$ cat src/rtl/mod_pkt_fsm_sequencer.sv
// Packet command sequencer: READ bursts generated locally, WRITE bursts forwarded with one
// cycle of latency, idle timeout inside WRITE bursts, and a saturating error-entry counter.
typedef struct packed {
    logic [3:0] id;
    logic [7:0] data;
} my_packet_t;

typedef enum logic [1:0] {
    STATE_IDLE  = 2'd0,
    STATE_READ  = 2'd1,
    STATE_WRITE = 2'd2,
    STATE_ERROR = 2'd3
} fsm_state_e;

module mod_pkt_fsm_sequencer #(
    parameter int unsigned TIMEOUT = 15
) (
    input  logic       in_clk,
    input  logic       in_rst,
    input  logic       in_valid,
    output logic       out_ready,
    input  my_packet_t in_packet,
    input  logic       in_clear,
    output fsm_state_e out_state,
    output my_packet_t out_packet,
    output logic       out_pkt_valid,
    output logic [3:0] out_beats_left,
    output logic [7:0] out_err_count
);

    localparam logic [7:0] IdleLast = 8'(TIMEOUT - 1);

    fsm_state_e state_q, state_d;
    my_packet_t pkt_q, pkt_d;
    logic       pkt_valid_q, pkt_valid_d;
    logic [3:0] beats_q, beats_d;
    logic [7:0] idle_q, idle_d;
    logic [7:0] err_q, err_d;
    logic       transfer;
    logic       enter_err;
    logic [3:0] next_idx;

    assign out_ready = (state_q == STATE_IDLE) || (state_q == STATE_WRITE);
    assign transfer  = in_valid && out_ready;
    // During READ the low nibble of the outgoing packet doubles as the beat index.
    assign next_idx  = pkt_q.data[3:0] + 4'd1;

    always_comb begin
        state_d     = state_q;
        pkt_d       = pkt_q;
        pkt_valid_d = 1'b0;
        beats_d     = beats_q;
        idle_d      = idle_q;
        err_d       = err_q;
        enter_err   = 1'b0;

        unique case (state_q)
            STATE_IDLE: begin
                idle_d = 8'd0;
                if (transfer) begin
                    if (in_packet.id == 4'hA) begin
                        state_d     = STATE_READ;
                        beats_d     = in_packet.data[3:0];
                        pkt_d       = '{id: 4'hA, data: 8'h00};
                        pkt_valid_d = 1'b1;
                    end else if (in_packet.id == 4'hB) begin
                        state_d = STATE_WRITE;
                        beats_d = in_packet.data[3:0];
                    end else begin
                        enter_err = 1'b1;
                    end
                end
            end
            STATE_READ: begin
                if (beats_q == 4'd0) begin
                    state_d = STATE_IDLE;
                end else begin
                    beats_d     = beats_q - 4'd1;
                    pkt_d       = '{id: 4'hA, data: {4'h0, next_idx}};
                    pkt_valid_d = 1'b1;
                end
            end
            STATE_WRITE: begin
                if (transfer) begin
                    idle_d = 8'd0;
                    if (in_packet.id == 4'hC) begin
                        pkt_d       = in_packet;
                        pkt_valid_d = 1'b1;
                        if (beats_q == 4'd0) begin
                            state_d = STATE_IDLE;
                        end else begin
                            beats_d = beats_q - 4'd1;
                        end
                    end else begin
                        enter_err = 1'b1;
                    end
                end else if (idle_q == IdleLast) begin
                    enter_err = 1'b1;
                end else begin
                    idle_d = idle_q + 8'd1;
                end
            end
            STATE_ERROR: begin
                if (in_clear) begin
                    state_d = STATE_IDLE;
                end
            end
            default: begin
                state_d = STATE_IDLE;
                beats_d = 4'd0;
                idle_d  = 8'd0;
            end
        endcase

        if (enter_err) begin
            state_d = STATE_ERROR;
            beats_d = 4'd0;
            idle_d  = 8'd0;
            if (err_q != 8'hFF) begin
                err_d = err_q + 8'd1;
            end
        end
    end

    always_ff @(posedge in_clk or posedge in_rst) begin
        if (in_rst) begin
            state_q     <= STATE_IDLE;
            pkt_q       <= '0;
            pkt_valid_q <= 1'b0;
            beats_q     <= 4'd0;
            idle_q      <= 8'd0;
            err_q       <= 8'd0;
        end else begin
            state_q     <= state_d;
            pkt_q       <= pkt_d;
            pkt_valid_q <= pkt_valid_d;
            beats_q     <= beats_d;
            idle_q      <= idle_d;
            err_q       <= err_d;
        end
    end

    assign out_state      = state_q;
    assign out_packet     = pkt_q;
    assign out_pkt_valid  = pkt_valid_q;
    assign out_beats_left = beats_q;
    assign out_err_count  = err_q;

endmodule

$ cat config.mk
export PLATFORM = sky130hd
export DESIGN_NAME = mod_pkt_fsm_sequencer
export DESIGN_NICKNAME = d
export VERILOG_FILES = /design/src/rtl/mod_pkt_fsm_sequencer.sv
export SDC_FILE = /design/constraint.sdc
export NUM_CORES = 1
export LEC_CHECK = 0
export ABC_AREA = 1
export CAP_MARGIN = 10
export CORE_ASPECT_RATIO = 1.2
export CORE_UTILIZATION = 55
export DETAILED_ROUTE_END_ITERATION = 12
export PLACE_DENSITY_LB_ADDON = 0.1
export SLEW_MARGIN = 20
export SYNTH_ARGS = -nofsm -noshare
export SYNTH_HDL_FRONTEND = slang
export SYNTH_SLANG_ARGS = --single-unit
$ cat constraint.sdc
create_clock -name in_clk -period 2.7 [get_ports in_clk]
set_clock_uncertainty 0.1 [all_clocks]
set_input_delay 0.405 -clock in_clk [delete_from_list [all_inputs] [get_ports in_clk]]
set_output_delay 0.405 -clock in_clk [all_outputs]
set_load 0.05 [all_outputs]
# Word-level counts from Yosys, hierarchy flattened
# Index checks and enable logic that the tools add are counted.
[totals]
reg_bits = 35
output_inout_bits = 28
input_bits = 16
elab_cells = 82
[classes]
n_reduce_logical = 12
n_mux = 40
addsub = 4
n_eq_ne = 19
[ops]
columns = ["cell", "count"]
rows = [
  ["$mux W12", 5],
  ["$pmux W12 S3", 1],
  ["$mux W4", 7],
  ["$mux W8", 3],
  ["$add A8 B1 Y8 const B", 2],
  ["$mux W2", 8],
  ["$pmux W8 S2", 1],
  ["$eq A4 B4 Y1 const B", 3],
  ["$pmux W4 S3", 1],
  ["$mux W1", 11],
  ["$reduce_and A5 Y1", 2],
  ["$ne A3 B3 Y1 const B", 3],
  ["$eq A8 B4 Y1 const B", 1],
  ["$ne A8 B8 Y1 const B", 1],
  ["$pmux W2 S4", 1],
  ["$ne A2 B2 Y1 const B", 3],
  ["$reduce_and A6 Y1", 1],
  ["$reduce_bool A3 Y1", 2],
  ["$add A4 B1 Y4 const B", 1],
  ["$eq A2 B2 Y1 const B", 2],
  ["$logic_not A4 Y1", 1],
  ["$ne A2 B1 Y1 const B", 2],
  ["$ne A4 B2 Y1 const B", 1],
  ["$ne A4 B4 Y1 const B", 1],
  ["other kinds (10)", 11],
]

# Depth between registers and ports, before layout
[depth]
word_depth = 7
mapped_depth = 13

# Least setup slack after synthesis
# No wires, ideal clock.
[synth_path]
kind = "register to register"
from = "reg state_q[0], in the netlist out_state[0]"
to = "reg err_q[2], in the netlist out_err_count[2]"
arrival_ps = 2085
setup_time_ps = 83
synth_period_minus_slack_ps = 2268
stages_incl_launch_ff = 14
slack_ps = 432
required_time_ps = 2517
path_cell_list = "dfrtp_1 inv_1 ha_1 buf_6 nor2_4 inv_6 nand2_4 o21ai_2 nand2_4 nand2_4 nand2_4 buf_6 nand2_1 o21ai_0"
[synth_between]
elab_chain_cells = 6
[synth_rtl]
columns = ["item", "line_no", "rtl"]
rows = [
  ["start, declared", "33", "fsm_state_e state_q, state_d;"],
  ["start signal, assigned", "134", "state_q <= state_d;"],
  ["$eq A2 B2 Y1 or $logic_not A2 Y1 (tied branches)", "43", "assign out_ready = (state_q == STATE_IDLE) || (state_q == STATE_WRITE);"],
  ["$logic_or A1 B1 Y1 *", "43", ""],
  ["net out_ready", "21", "output logic out_ready,"],
  ["$logic_and A1 B1 Y1 *", "44", "assign transfer = in_valid && out_ready;"],
  ["$mux W1 (on tied branches)", "84, 60", ""],
  ["$pmux W1 S2 *", "57", "unique case (state_q)"],
  ["$reduce_and A2 Y1 (no line) *", "n/a", ""],
  ["end signal, assigned", "139", "err_q <= err_d;"],
  ["end, declared", "38", "logic [7:0] err_q, err_d;"],
]
# The timed path passes the listed nets; every way through them passes the cells marked *.
# A chain may end at the register's enable or synchronous reset.

# Worst setup path in the final report
[layout_path]
from = "reg state_q[0], in the netlist out_state[0]"
to = "reg pkt_q (netlist bit out_packet[2])"
[layout_between]
elab_chain_cells = 5
[layout_rtl]
columns = ["item", "line_no", "rtl"]
rows = [
  ["$eq A2 B2 Y1 or $logic_not A2 Y1 (tied branches)", "43, 57", ""],
  ["$logic_or A1 B1 Y1", "43", ""],
  ["$logic_and A1 B1 Y1", "44", ""],
  ["$ne A2 B2 Y1 (no line)", "n/a", ""],
  ["$reduce_and A6 Y1 (no line)", "n/a", ""],
  ["end signal, assigned", "135", "pkt_q <= pkt_d;"],
  ["end, declared", "34", "my_packet_t pkt_q, pkt_d;"],
]
# Parallel ways exist; a longest one is shown, timed or not.

==> flow_summary.yaml <==
logic_synthesis:
  ys_types: 28
  synth_area_leaders: "dfrtp_1 41%, nand2_1 10%, nand3_1 8.3%"
  synthesis.nets: 292
  avgSynthCellArea_sq_um: 8.00
  post-synth-top-count-cell: "nand2_1"
  synth_area_leader_cell: "dfrtp_1"
  ys_ff_latch: 35
  ys_warn_count: 0
  yosysTopAreaCellShare_pct: 41.3
  seq_area_frac_synth_pct: 41.3
  syn_inst: 265
  syn_area_sq_mm: 0.00212
  synth_ff_type: "dfrtp_1"
  synth_edf_count: 0
  synthTopCellsByCount: "59 x nand2_1, 35 x dfrtp_1, 35 x nand3_1"
  ys_async_sr_fraction_pct: 100
critical_path:
  max_stage_delay_ns: 0.44
  critPathLaunchType: "flip-flop"
  cp_data_arrival_time_ns: 2.30
  cp_num_cells: 8
  crit_start: "out_state[0]"
  crit_path_max_fanout: 15
  reg2reg_to: "out_packet[2]"
  crit_family: "simple AND/OR/NAND/NOR gates"
  timing.reg2reg.setup_slack_ns: 0.51
  endpoint: "out_packet[2]"
  cp.required_ns: 2.81
  cp_common_cell: "nand2_1"
  worstSetupEndpointType: "flip-flop"
  rr_startpoint: "out_state[0]"
  critical_path.slowest_cell: "dfrtp_1"
  crit_buf_inv: 2
  crit_chain: "inv_1, ha_1, buf_4, nand2_1, nand3_1, nor2_4, nand2_1, o21ai_0"
  critPathKind: "flip-flop to flip-flop"
  reg2reg_depth: 8
route:
  drtIter0Drc: 73
  wl_per_cell_microns: 13.1
  final_antenna_net_count: 0
  vias: 1952
  first_pass_iters: 4
  viasPerCell: 5.35
  drc: 0
  drt-total-wl_microns: 4780
power:
  seqPwrFrac_pct: 24.3
  power_frac_clock_pct: 14.0
  p_int_uw: 1650
  power_uw: 3430
  powerDensity_mw_per_mm2: 1270
  ir_worst_vdd_mv: 0.778
  p_leak_uw: 0.00128
  p_switching_uw: 1770
  power.share.switching_pct: 51.7
  combPwrFrac_pct: 61.7
clocking:
  cts_root_buffer: "clkbuf_8"
  clockBufferDepth: 2
  clk_pin_slew_ns: 0.08
  tritoncts: "done"
  cts_resized: 0
  numCtsBuffers: 5
  cts_hold_buf: 0
  cts_sinks: 35
  worstSkewPairLatency_ns: 0.30
  cts_setup_buffers: 0
  ctsHtreeMaxLevel: 2
final_layout:
  fin_cells: 365
  final_nets: 339
  utilization_pct: 73.5
  syn2layout_area_growth_pct: 27.1
  drive_gt1_share_pct: 7.35
  diodes: 0
global_route:
  met2_usage_pct: 44.6
  use_met3_pct: 4.44
  gr-total-overflow: 0
  grt_max_degree: 36
  grt_pass1_vias: 1889
  antenna_found_initial: 0
  grt_util_met1_pct: 31.7
  top_usage_layer: "met2"
  grt_pass1_wl_microns: 8240
  gr-usage-all-layers_pct: 26.3
placement:
  numPortBuffers: 43
  dp_hpwl_microns: 3510
  place.gp.congestion: 0.891
  placedCellCount: 357
status:
  status: "completed"
sta:
  slew-limit-headroom_pct: 64.3
  tightest_slew_ns: 0.534
  fmax_mhz: 456
  hold_viol: 0
  maxSlewViolCount: 0
  setup_violations: 0
  tns_ns: 0
  min_period_ns: 2.19
  fin_crit_sh_pct: 81.2
  rsz0062_at_grt: "false"
floorplanning:
  initial_core_util_pct: 57.9
  die-area_sq_mm: 0.00411
  core_area_sq_mm: 0.00366
  die_h_microns: 70.0
  ioPinCount: 44
  num_rows: 24
  fp.dieW_microns: 58.7
worst_hold_path:
  hp-class: "input port to async pin"
job:
  max_cap_viol_count: 0
## cells in the final DEF, fill, tap and decap left out
master	count
nand2_1	59
nor2_4	2
clkinv_2	1
o21ai_0	18
clkinv_4	1
nand2_4	4
xor2_1	5
nor2_1	23
buf_4	3
dfrtp_1	35
o21a_1	1
clkbuf_8	5
a22oi_1	3
xnor2_1	5
bufinv_16	1
a2bb2oi_1	2
inv_6	1
a22o_1	1
nor3_1	1
a21oi_1	9
clkdlybuf4s50_1	42
nand3_1	35
ha_1	11
o22ai_1	2
nand4_1	5
nor3_2	1
o21ai_2	1
a211oi_1	3
inv_1	30
nand2_2	1
or2_2	2
## metrics by stage
step	worst slack [ns]	cell area [sq um]	hold slack, ns
after floorplan	0.432	2120	0.403
after global placement	0.566	2580	0.384
after detailed placement	0.429	2580	0.390
after CTS	0.509	2690	0.411
after global routing	0.284	2690	0.427
final	0.507	2690	0.398
## power groups by stage
stage / combinational [uW] / clock [uW] / sequential, uW
3_5_place_dp: 2110 / 0 / 840
4_1_cts: 2120 / 482 / 835
5_1_grt: 2330 / 500 / 862
3_3_place_gp: 2070 / 0 / 843
2_1_floorplan: 1120 / 0 / 1310
6_report: 2110 / 479 / 834
## worst min-delay path, delay by kind of cell
| kind | cells | cell delay, ns |
|---|---|---|
| buf+inv | 3 | 0.82 |
## kinds of logic (layout without fill, tap and decap cells)
kind of cell,count (synthesis),in the layout,synth area share (%)
AND/OR/NAND/NOR,133,133,29.0
AO/OA/AOI/OAI,40,40,11.1
buffers and inverters,36,84,7.91
flip-flops,35,35,41.3
adder cells (fa/ha/maj),11,11,6.49
XOR/XNOR,10,10,4.13
## per-layer routing
| metal | wire (microns) | vias to the layer above | share of wire (%) |
|---|---|---|---|
| li1 | - | 971 | - |
| met5 | 0 | - | 0 |
| met3 | 199 | 10 | 4.2 |
| met1 | 2020 | 921 | 42 |
| met2 | 2450 | 50 | 51 |
| met4 | 108 | 0 | 2.3 |
## state kept, by name (all words and copies together), names as in the netlist
register / flops
out_packet: 12
idle_q: 8
out_err_count: 8
out_beats_left: 4
out_state: 2
out_pkt_valid: 1
## area by class of cell
class / count / area, sq um
multi-input combinational: 194 / 1080
sequential: 35 / 876
tap: 52 / 65.1
timing repair buffer: 45 / 443
clock buffer: 5 / 68.8
fill: 290 / 970
clock inverter: 3 / 43.8
inverter: 31 / 121
## worst min path at each step
| stage | startpoint | end | depth (start not counted) |
|---|---|---|---|
| 5_1_grt | out_packet[5] | out_packet[5] | 2 |
| 4_1_cts | out_beats_left[1] | out_beats_left[1] | 2 |
| 2_1_floorplan | idle_q[1] | idle_q[1] | 2 |
| 6_report | in_rst | out_err_count[2] | 3 |
| 3_3_place_gp | out_beats_left[1] | out_beats_left[1] | 2 |
| 3_5_place_dp | out_beats_left[1] | out_beats_left[1] | 2 |
No activity file was read; power rests on OpenSTA's default activity.
